## src/rtl/instr_fetch_unit_pkg.sv

```systemverilog
// Shared encodings for the fetch stage: FSM states, the NOP filler word and
// the instruction field positions that Control_Unit decodes.
package instr_fetch_unit_pkg;

  localparam logic [1:0] S_RESET = 2'd0;
  localparam logic [1:0] S_FETCH = 2'd1;
  localparam logic [1:0] S_WAIT  = 2'd2;
  localparam logic [1:0] S_DROP  = 2'd3;

  localparam logic [31:0] INST_NOP = 32'h0000_0013;

  localparam int OPCODE_LSB = 0;
  localparam int OPCODE_MSB = 6;
  localparam int FUNCT3_LSB = 12;
  localparam int FUNCT3_MSB = 14;
  localparam int FUNCT7_LSB = 25;
  localparam int FUNCT7_MSB = 31;

endpackage

```

## src/rtl/instr_fetch_unit_fetch_fifo.sv

```systemverilog
// Fetch buffer: DEPTH x WIDTH entries with push/pop/flush. Pointers carry one
// extra wrap bit so full and empty are told apart without a separate counter.
module fetch_fifo #(
  parameter int DEPTH = 2,
  parameter int WIDTH = 64
) (
  input  logic                     i_clk,
  input  logic                     i_rst,
  input  logic                     i_push,
  input  logic                     i_pop,
  input  logic                     i_flush,
  input  logic [WIDTH-1:0]         i_wdata,
  output logic [WIDTH-1:0]         o_rdata,
  output logic [$clog2(DEPTH):0]   o_count,
  output logic                     o_empty
);

  localparam int AW = $clog2(DEPTH);

  logic [WIDTH-1:0] r_mem [DEPTH];
  logic [AW:0]      r_wr_ptr;
  logic [AW:0]      r_rd_ptr;
  logic             w_full;
  logic             w_do_push;
  logic             w_do_pop;

  assign o_empty   = (r_wr_ptr == r_rd_ptr);
  assign w_full    = (r_wr_ptr[AW] != r_rd_ptr[AW]) &&
                     (r_wr_ptr[AW-1:0] == r_rd_ptr[AW-1:0]);
  assign o_count   = r_wr_ptr - r_rd_ptr;
  assign w_do_push = i_push && !w_full && !i_flush;
  assign w_do_pop  = i_pop && !o_empty && !i_flush;
  assign o_rdata   = r_mem[r_rd_ptr[AW-1:0]];

  always_ff @(posedge i_clk or posedge i_rst) begin
    if (i_rst) begin
      r_wr_ptr <= '0;
      r_rd_ptr <= '0;
    end else if (i_flush) begin
      r_wr_ptr <= '0;
      r_rd_ptr <= '0;
    end else begin
      if (w_do_push) r_wr_ptr <= r_wr_ptr + 1'b1;
      if (w_do_pop)  r_rd_ptr <= r_rd_ptr + 1'b1;
    end
  end

  // Storage needs no reset: an empty buffer is never read out by the top.
  always_ff @(posedge i_clk) begin
    if (w_do_push) r_mem[r_wr_ptr[AW-1:0]] <= i_wdata;
  end

endmodule

```

## src/rtl/instr_fetch_unit.sv

```systemverilog
// Fetch stage: owns the PC, runs the single-outstanding imem handshake and
// presents the buffered head instruction and its decode fields downstream.
//   state   | meaning
//   S_RESET | leaving reset, no request yet
//   S_FETCH | request may be issued when the buffer has a free slot
//   S_WAIT  | one live request outstanding, response will be buffered
//   S_DROP  | outstanding request was killed by a redirect, response discarded
module instr_fetch_unit
  import instr_fetch_unit_pkg::*;
#(
  parameter int              XLEN       = 32,
  parameter logic [XLEN-1:0] RESET_PC   = '0,
  parameter int              FIFO_DEPTH = 2
) (
  input  logic            i_clk,
  input  logic            i_rst,
  output logic            o_imem_req,
  output logic [XLEN-1:0] o_imem_addr,
  input  logic            i_imem_gnt,
  input  logic            i_imem_rvalid,
  input  logic [31:0]     i_imem_rdata,
  input  logic            i_redirect_valid,
  input  logic [XLEN-1:0] i_redirect_pc,
  output logic            o_inst_valid,
  input  logic            i_inst_ready,
  output logic [31:0]     o_inst_data,
  output logic [XLEN-1:0] o_inst_pc,
  output logic [6:0]      o_opcode,
  output logic [2:0]      o_funct3,
  output logic [6:0]      o_funct7,
  output logic            o_misalign_pulse
);

  localparam int CW = $clog2(FIFO_DEPTH) + 1;
  localparam int EW = 32 + XLEN;

  logic [1:0]      r_state;
  logic [1:0]      w_state_nxt;
  logic [XLEN-1:0] r_pc;
  logic [XLEN-1:0] w_pc_nxt;
  logic [XLEN-1:0] r_req_pc;
  logic            r_gap;
  logic            w_gap_nxt;
  logic            r_misalign;

  logic            w_req;
  logic            w_grant;
  logic            w_push;
  logic            w_pop;
  logic [CW-1:0]   w_count;
  logic            w_empty;
  logic [EW-1:0]   w_head;

  // The free-slot test plus the single-outstanding rule keeps a slot reserved
  // for every response that will be pushed.
  assign w_req   = (r_state == S_FETCH) && !r_gap && (w_count < CW'(FIFO_DEPTH));
  assign w_grant = w_req && i_imem_gnt;
  assign w_push  = (r_state == S_WAIT) && i_imem_rvalid && !i_redirect_valid;
  assign w_pop   = o_inst_valid && i_inst_ready && !i_redirect_valid;

  always_comb begin
    w_state_nxt = r_state;
    w_pc_nxt    = r_pc;
    w_gap_nxt   = 1'b0;
    case (r_state)
      S_RESET: w_state_nxt = S_FETCH;
      S_FETCH: begin
        if (w_grant) begin
          w_state_nxt = S_WAIT;
          w_pc_nxt    = r_pc + XLEN'(4);
        end
      end
      S_WAIT, S_DROP: begin
        if (i_imem_rvalid) w_state_nxt = S_FETCH;
      end
      default: w_state_nxt = S_RESET;
    endcase

    // Redirect overrides everything; a request already granted becomes a drop.
    if (i_redirect_valid) begin
      w_pc_nxt = {i_redirect_pc[XLEN-1:2], 2'b00};
      case (r_state)
        S_RESET: w_state_nxt = S_FETCH;
        S_FETCH: begin
          w_state_nxt = w_grant ? S_DROP : S_FETCH;
          w_gap_nxt   = !w_grant;
        end
        default: w_state_nxt = i_imem_rvalid ? S_FETCH : S_DROP;
      endcase
    end
  end

  always_ff @(posedge i_clk or posedge i_rst) begin
    if (i_rst) begin
      r_state    <= S_RESET;
      r_pc       <= RESET_PC;
      r_req_pc   <= '0;
      r_gap      <= 1'b0;
      r_misalign <= 1'b0;
    end else begin
      r_state    <= w_state_nxt;
      r_pc       <= w_pc_nxt;
      r_gap      <= w_gap_nxt;
      r_misalign <= i_redirect_valid && i_redirect_pc[1];
      if (w_grant) r_req_pc <= r_pc;
    end
  end

  fetch_fifo #(
    .DEPTH (FIFO_DEPTH),
    .WIDTH (EW)
  ) u_fifo (
    .i_clk   (i_clk),
    .i_rst   (i_rst),
    .i_push  (w_push),
    .i_pop   (w_pop),
    .i_flush (i_redirect_valid),
    .i_wdata ({r_req_pc, i_imem_rdata}),
    .o_rdata (w_head),
    .o_count (w_count),
    .o_empty (w_empty)
  );

  assign o_imem_req       = w_req;
  assign o_imem_addr      = r_pc;
  assign o_inst_valid     = !w_empty;
  assign o_inst_data      = w_empty ? INST_NOP : w_head[31:0];
  assign o_inst_pc        = w_empty ? '0 : w_head[EW-1:32];
  assign o_opcode         = o_inst_data[OPCODE_MSB:OPCODE_LSB];
  assign o_funct3         = o_inst_data[FUNCT3_MSB:FUNCT3_LSB];
  assign o_funct7         = o_inst_data[FUNCT7_MSB:FUNCT7_LSB];
  assign o_misalign_pulse = r_misalign;

endmodule

```

## config.mk

```make
export PLATFORM = sky130hd
export DESIGN_NAME = instr_fetch_unit
export DESIGN_NICKNAME = d
export VERILOG_FILES = /design/src/rtl/instr_fetch_unit_pkg.sv /design/src/rtl/instr_fetch_unit_fetch_fifo.sv /design/src/rtl/instr_fetch_unit.sv
export SDC_FILE = /design/constraint.sdc
export NUM_CORES = 1
export LEC_CHECK = 0
export ABC_CLOCK_PERIOD_IN_PS = 4400
export BUFFER_PORTS_ARGS = -buffer_cell sky130_fd_sc_hd__buf_2
export CORE_ASPECT_RATIO = 2
export CORE_UTILIZATION = 54
export DETAILED_ROUTE_END_ITERATION = 12
export GPL_ROUTABILITY_DRIVEN = 1
export GPL_TIMING_DRIVEN = 0
export PLACE_DENSITY = 0.8
export SLEW_MARGIN = 15
export SYNTH_ARGS = -nofsm -noshare
export SYNTH_HDL_FRONTEND = slang
export SYNTH_SLANG_ARGS = --single-unit
```

## constraint.sdc

```tcl
create_clock -name i_clk -period 4.4 [get_ports i_clk]
set_clock_uncertainty 0.2 [all_clocks]
set_input_delay 0 -clock i_clk [delete_from_list [all_inputs] [get_ports i_clk]]
set_output_delay 0 -clock i_clk [all_outputs]
set_load 0.1 [all_outputs]
```

==> impl_metrics.yaml, run 1 <==
placement:
  portBuffers: 180
  dpl.hpwl_um: 12530
  place_ws_ns: 1.699
  gp_congestion: 0.8924
drt:
  drc: 0
  route.vias.total: 5880
  wl_per_cell_um: 16.95
  drtIter0Drc: 205
  firstDrtPassIters: 4
  vias_per_cell: 5.404
  ant_nets: 0
  wl_um: 18450
sta:
  hold_violations: 0
  worstMarginPinSlew_ns: 0.7913
  layout_setup_ws_ns: 1.266
  finalMaxSlewViolations: 0
  post-route-period-util_pct: 71.22
  fin_crit_ns: 3.134
  setup_viol: 0
  rsz0062_at_grt: "false"
  tns_ns: 0
  relSlewSlack_pct: 47.25
  timing.fmax_ghz: 0.3191
pwr:
  p_int_mw: 3.350
  p_seq_share_pct: 45.2
  pwr-share-clk_pct: 26.9
  powerDensity_mw_per_mm2: 493.4
  power_mw: 5.256
  switching_power_mw: 1.906
  comb_power_share_pct: 27.9
  p_sw_share_pct: 36.27
  ir_worst_vdd_mv: 0.4414
  p_leak_nw: 4.244
clock_tree:
  clk_latency_ns: 0.42
  htreeDepth: 4
  cts_root_buf: "clkbuf_16"
  cts_max_path_buffers: 2
  cts_tree: "done"
  cts-buffers-inserted: 17
  clock-sinks: 192
  ctsResizeCount: 0
  cts.clk_slew.worst_paths_ns: 0.07
setup_path:
  critPathCaptureType: "output pin"
  rrSetupSlack_ns: 1.34
  critPathArrivalTime_ns: 2.93
  crit_required_ns: 4.20
  critical_path.max_fanout: 10
  critPathLaunchType: "register"
  worstSetupPathType: "reg2out"
finish:
  fin_nets: 952
  layout_commonest_cell: "buf_2"
  layout-drive-gt1-share_pct: 30.91
  regArea_mm2: 0.005425
  area_growth_pct: 30.81
  nFillCells: 996
  mostFrequentLayoutCells: "buf_2 (184), edfxtp_1 (124), nor2_1 (83)"
  antenna_cells: 0
  multi_input_area_mm2: 0.002395
logic_synthesis:
  synthArstFlopShare_pct: 35.42
  synthCells: 601
  yosys_warnings: 0
  ys_ff_latch: 192
  synth_top_area_cell: "edfxtp_1"
  synthTopCellsByArea: "edfxtp_1 (46%), dfrtp_1 (21%), mux2i_1 (7.7%)"
  syn_area_per_cell_um2: 13.55
  synth_edf_count: 124
  synthDistinctLibCells: 39
  synth_area_mm2: 0.008143
  synth_seq_area_share_pct: 66.63
  synthFlopType: "edfxtp_1"
  synth_top_area_share_pct: 45.73
global_routing:
  antenna_found_initial: 0
  overflow: 0
  grt_pass1_vias: 5918
  grt_pass1_wl_um: 27990
  grt_use_total_pct: 24.05
  grt_max_degree: 63
flow_run:
  maxCapViolations: 0
die:
  chipWidth_um: 88.83
  fp.coreArea_mm2: 0.01474
  rows: 63
  die_h_um: 175.7
  ios: 186
  initial_core_util_pct: 55.24
  dieArea_mm2: 0.01560
worst_hold_path:
  min_path_type: "in2reg"
outcome:
  status: "finished clean"
## stage by stage
stage               util [%]  cells  hold WS [ns]  instance area (um^2)
finish                 72.26   1088       0.08975                 10650
global route           72.26   1088       0.09305                 10650
CTS                    72.26   1088       0.05638                 10650
detailed placement     63.46    981       -0.2279                  9354
global placement       63.08    979     -0.009729                  9299
floorplan                  -    604       -0.1036                  8154
## cell type report
cell class | instances | area share, %
flip-flops and latches | 192 | 50.93
multi-input cells | 349 | 22.48
repair buffers | 257 | 15.95
clock buffers | 19 | 4.158
plain buffers | 53 | 2.807
well taps | 195 | 2.291
clock inverters | 13 | 0.9750
inverters | 10 | 0.3994
## worst paths after layout
| kind | end | cells after the start | start |
|---|---|---|---|
| setup / recovery | o_opcode[4] | 9 | u_fifo.r_wr_ptr[0]$_DFFE_PP0P_ |
| hold / removal | o_imem_addr[7]$_DFFE_PP0P_ | 5 | i_imem_gnt |
| setup reg to reg | o_imem_addr[27]$_DFFE_PP0P_ | 7 | o_imem_addr[18]$_DFFE_PP0P_ |
| hold reg to reg | u_fifo.r_mem[0][58]$_DFFE_PP_ | 0 | r_req_pc[26]$_DFFE_PP0P_ |
| max in group asynchronous | r_req_pc[5]$_DFFE_PP0P_ | 5 | i_rst |
| min in group asynchronous | o_imem_addr[26]$_DFFE_PP0P_ | 4 | i_rst |
## worst max-delay path, stage by stage (launching register included)
cell and delay, ns:
dfrtp_1 0.38, inv_1 0.07, ha_1 0.29, inv_1 0.08
nor2_1 0.43, clkbuf_1 0.43, inv_1 0.18, nand2_1 0.13
buf_4 0.11, buf_2 0.41
## routing by layer
layer	share of wire [%]	track usage, %	vias up	routed length (um)
met5	0	0	-	0
met4	3.2	11.90	0	588
met3	4.1	4.135	45	761
met2	56	44.07	205	10240
met1	37	25.65	2872	6852
li1	-	-	2758	-
## Yosys cell counts, types with 4 or more instances
cell type  number
edfxtp_1      124
o21ai_0        19
buf_2           4
buf_4          23
nor2_1         83
buf_1           5
dfrtp_1        68
o211ai_1        7
mux2_2         27
nand4_1        10
inv_1          10
xor2_1         10
o31ai_1        13
a31oi_1        18
and3_1          6
mux2i_1        63
nand3_1        11
nand2_1        29
and4_1          9
clkbuf_1       19
and2_1          5
or4_1          17
## power by group through the flow
| stage | Clock (mW) | Combinational, mW | Sequential, mW |
|---|---|---|---|
| after floorplan | 0 | 0.957 | 2.56 |
| after global placement | 0 | 1.38 | 2.38 |
| after detailed placement | 0 | 1.41 | 2.41 |
| after CTS | 1.43 | 1.47 | 2.37 |
| after global routing | 1.50 | 1.54 | 2.40 |
| final | 1.41 | 1.47 | 2.37 |
## state kept, by name, indices dropped and copies added, names as in the netlist
register,flops
o_imem_addr,30
o_misalign_pulse,1
r_gap,1
r_req_pc,30
r_state,2
u_fifo.r_mem,124
u_fifo.r_rd_ptr,2
u_fifo.r_wr_ptr,2
## logic make-up after synthesis
family                     count (synthesis)  synth area share (%)
adders and majority gates                  2                0.3073
xor gates and xnor gates                  13                 1.583
and+or+nand+nor                          179                 11.08
buffers and inverters                     63                 4.133
DFF                                      192                 66.63
muxes                                     90                 11.48
other                                      1               0.04605
AOI/OAI and AO/OA                         61                 4.748
## timing repair
action | CTS | global route
endpoints found under the setup margin | 0 | 0
hold endpoints to repair | 168 | 0
buffers inserted | 0 | 0
hold buffers | 75 | 0
No activity file was read; power rests on OpenSTA's default activity.
==> inputs of run 2 (changes only) <==
- ABC_CLOCK_PERIOD_IN_PS: 4400 -> 2750
- CORE_UTILIZATION: 54 -> 49
- PLACE_DENSITY: 0.8 -> 0.76
- clock period: 4.4 -> 2.75 ns (I/O delays scaled with it)
==> run 2 against run 1 <==
Against the previous run: core utilization is 6.3 points lower; global-route usage is 1.1 points lower; register-to-register slack worse by 1.2 ns; clock power is 68% higher; hold slack worse by 0.039 ns; wire length is 3.1% higher; first-iteration DRC count is 24% higher; critical path depth is 2 lower; sequential power is 60% higher; flip-flop and latch count stayed put; highest routed layer unchanged.
==> impl_metrics.yaml, run 2 (same netlist as run 1, synthesis figures left out) <==
clock_tree:
  cts_tree: "done"
  cts-buffers-inserted: 17
  cts_max_path_buffers: 2
  cts.clk_slew.worst_paths_ns: 0.07
  htreeDepth: 4
  clk_latency_ns: 0.43
  clock-sinks: 192
  cts_root_buf: "clkbuf_16"
pwr:
  switching_power_mw: 3.096
  p_sw_share_pct: 36.21
  pwr-share-clk_pct: 27.7
  powerDensity_mw_per_mm2: 796.6
  p_seq_share_pct: 44.4
  comb_power_share_pct: 27.8
  ir_worst_vdd_mv: 0.4844
  p_leak_nw: 4.298
  p_int_mw: 5.453
die:
  ios: 186
  chipWidth_um: 93.16
  fp.coreArea_mm2: 0.01627
  dieArea_mm2: 0.01717
  rows: 66
  initial_core_util_pct: 50.05
  die_h_um: 184.3
global_routing:
  antenna_found_initial: 0
  grt_pass1_wl_um: 29950
  grt_use_total_pct: 22.95
  grt_max_degree: 64
  overflow: 0
  grt_pass1_vias: 6189
sta:
  tns_ns: 0
  relSlewSlack_pct: 44.40
  timing.fmax_ghz: 0.3799
  post-route-period-util_pct: 95.72
  worstMarginPinSlew_ns: 0.8340
  hold_violations: 0
  holdWs_ns: 0.05042
  rsz0062_at_grt: "true"
  setup_viol: 0
  layout_setup_ws_ns: 0.1177
  finalMaxSlewViolations: 0
  fin_crit_ns: 2.632
worst_hold_path:
  min_path_type: "in2reg"
setup_path:
  path_cells: "clkbuf_2, xor2_1, nor2_4, clkbuf_2, nor2_2, buf_4, buf_2"
  path_buf_inv: 4
  cp_top_family: "buffers and inverters"
  critical_path.max_fanout: 10
  slowest_delay_ns: 0.41
  critPathArrivalTime_ns: 2.43
  crit_required_ns: 2.55
  cp_slowest_cell: "buf_2"
  critPathCaptureType: "output pin"
  critPathLaunchType: "register"
  critPathMostFrequentCell: "clkbuf_2"
  worstSetupPathType: "reg2out"
  rrSetupSlack_ns: 0.14
drt:
  wl_per_cell_um: 17.36
  route.vias.total: 5882
  drc: 0
  drtIter0Drc: 255
  wl_um: 19010
  ant_nets: 0
  firstDrtPassIters: 4
  vias_per_cell: 5.372
flow_run:
  maxCapViolations: 0
outcome:
  status: "finished clean"
finish:
  mostFrequentLayoutCells: "buf_2 (177), edfxtp_1 (124), nor2_1 (72), dlygate4sd3_1 (72), dfrtp_1 (66)"
  fin_nets: 950
  area_growth_pct: 31.81
  largest_reg_flops: 124
  final_area_mm2: 0.01073
  layout-drive-gt1-share_pct: 33.78
  utilization_pct: 65.97
  nFillCells: 1199
  layout_commonest_cell: "buf_2"
  antenna_cells: 0
placement:
  gp_congestion: 0.8833
  dpl.hpwl_um: 13200
  dpl_cell_area_mm2: 0.009363
  portBuffers: 180
  place_ws_ns: -0.04797
run 2: power by group through the flow:
stage,combinational [mW],sequential [mW],clock (mW)
2_1_floorplan,1.54,4.10,0
3_3_place_gp,2.22,3.81,0
3_5_place_dp,2.28,3.85,0
4_1_cts,2.37,3.79,2.41
5_1_grt,2.50,3.85,2.54
6_report,2.38,3.80,2.37
run 2: metal layers:
layer	track usage (%)	vias to the layer above	part of all wire [%]
met5	0	-	0
met4	12.12	0	3.3
met3	3.837	47	4.8
met2	43.12	254	57
met1	23.73	2832	35
li1	-	2749	-
run 2: repair_timing:
| action | in CTS | in global routing |
|---|---|---|
| resized for setup | 17 | 10 |
| setup buffers | 0 | 2 |
| hold buffers | 72 | 0 |
| pin swaps | 0 | 1 |
| setup endpoints to repair | 80 | 22 |
| hold endpoints to repair | 168 | 0 |
run 2: layout make-up:
cell class / instances / area [um^2] / area share, %
flip-flops and latches: 192 / 5428 / 50.57
multi-input cells: 349 / 2432 / 22.66
repair buffers: 255 / 1684 / 15.69
clock buffers: 17 / 425.4 / 3.964
plain buffers: 53 / 311.5 / 2.903
well taps: 204 / 255.2 / 2.378
clock inverters: 15 / 153.9 / 1.434
inverters: 10 / 42.54 / 0.3964
run 2: final timing paths:
check                                                 to                            from  cells past startpoint
max                                      o_inst_data[28]  u_fifo.r_rd_ptr[1]$_DFFE_PP0P_                      7
min                           o_imem_addr[7]$_DFFE_PP0P_                      i_imem_gnt                      5
max reg2reg                  o_imem_addr[16]$_DFFE_PP0P_  u_fifo.r_wr_ptr[0]$_DFFE_PP0P_                      8
min reg2reg                u_fifo.r_mem[0][61]$_DFFE_PP_        r_req_pc[29]$_DFFE_PP0P_                      0
max in group asynchronous     o_imem_addr[3]$_DFFE_PP0P_                           i_rst                      5
min in group asynchronous    o_imem_addr[22]$_DFFE_PP0P_                           i_rst                      4
run 2: tightest hold or removal path: cells and delay by family:
family | cells | cell delay (ns)
AOI/OAI and AO/OA | 1 | 0.13
xor gates and xnor gates | 1 | 0.07
buffers and inverters | 1 | 0.12
and+or+nand+nor | 2 | 0.32
run 2: through the flow:
step | std cells | total power, mW
after floorplan | 604 | 5.635
after global placement | 988 | 6.030
after detailed placement | 989 | 6.128
after CTS | 1093 | 8.579
after global routing | 1095 | 8.889
final | 1095 | 8.549
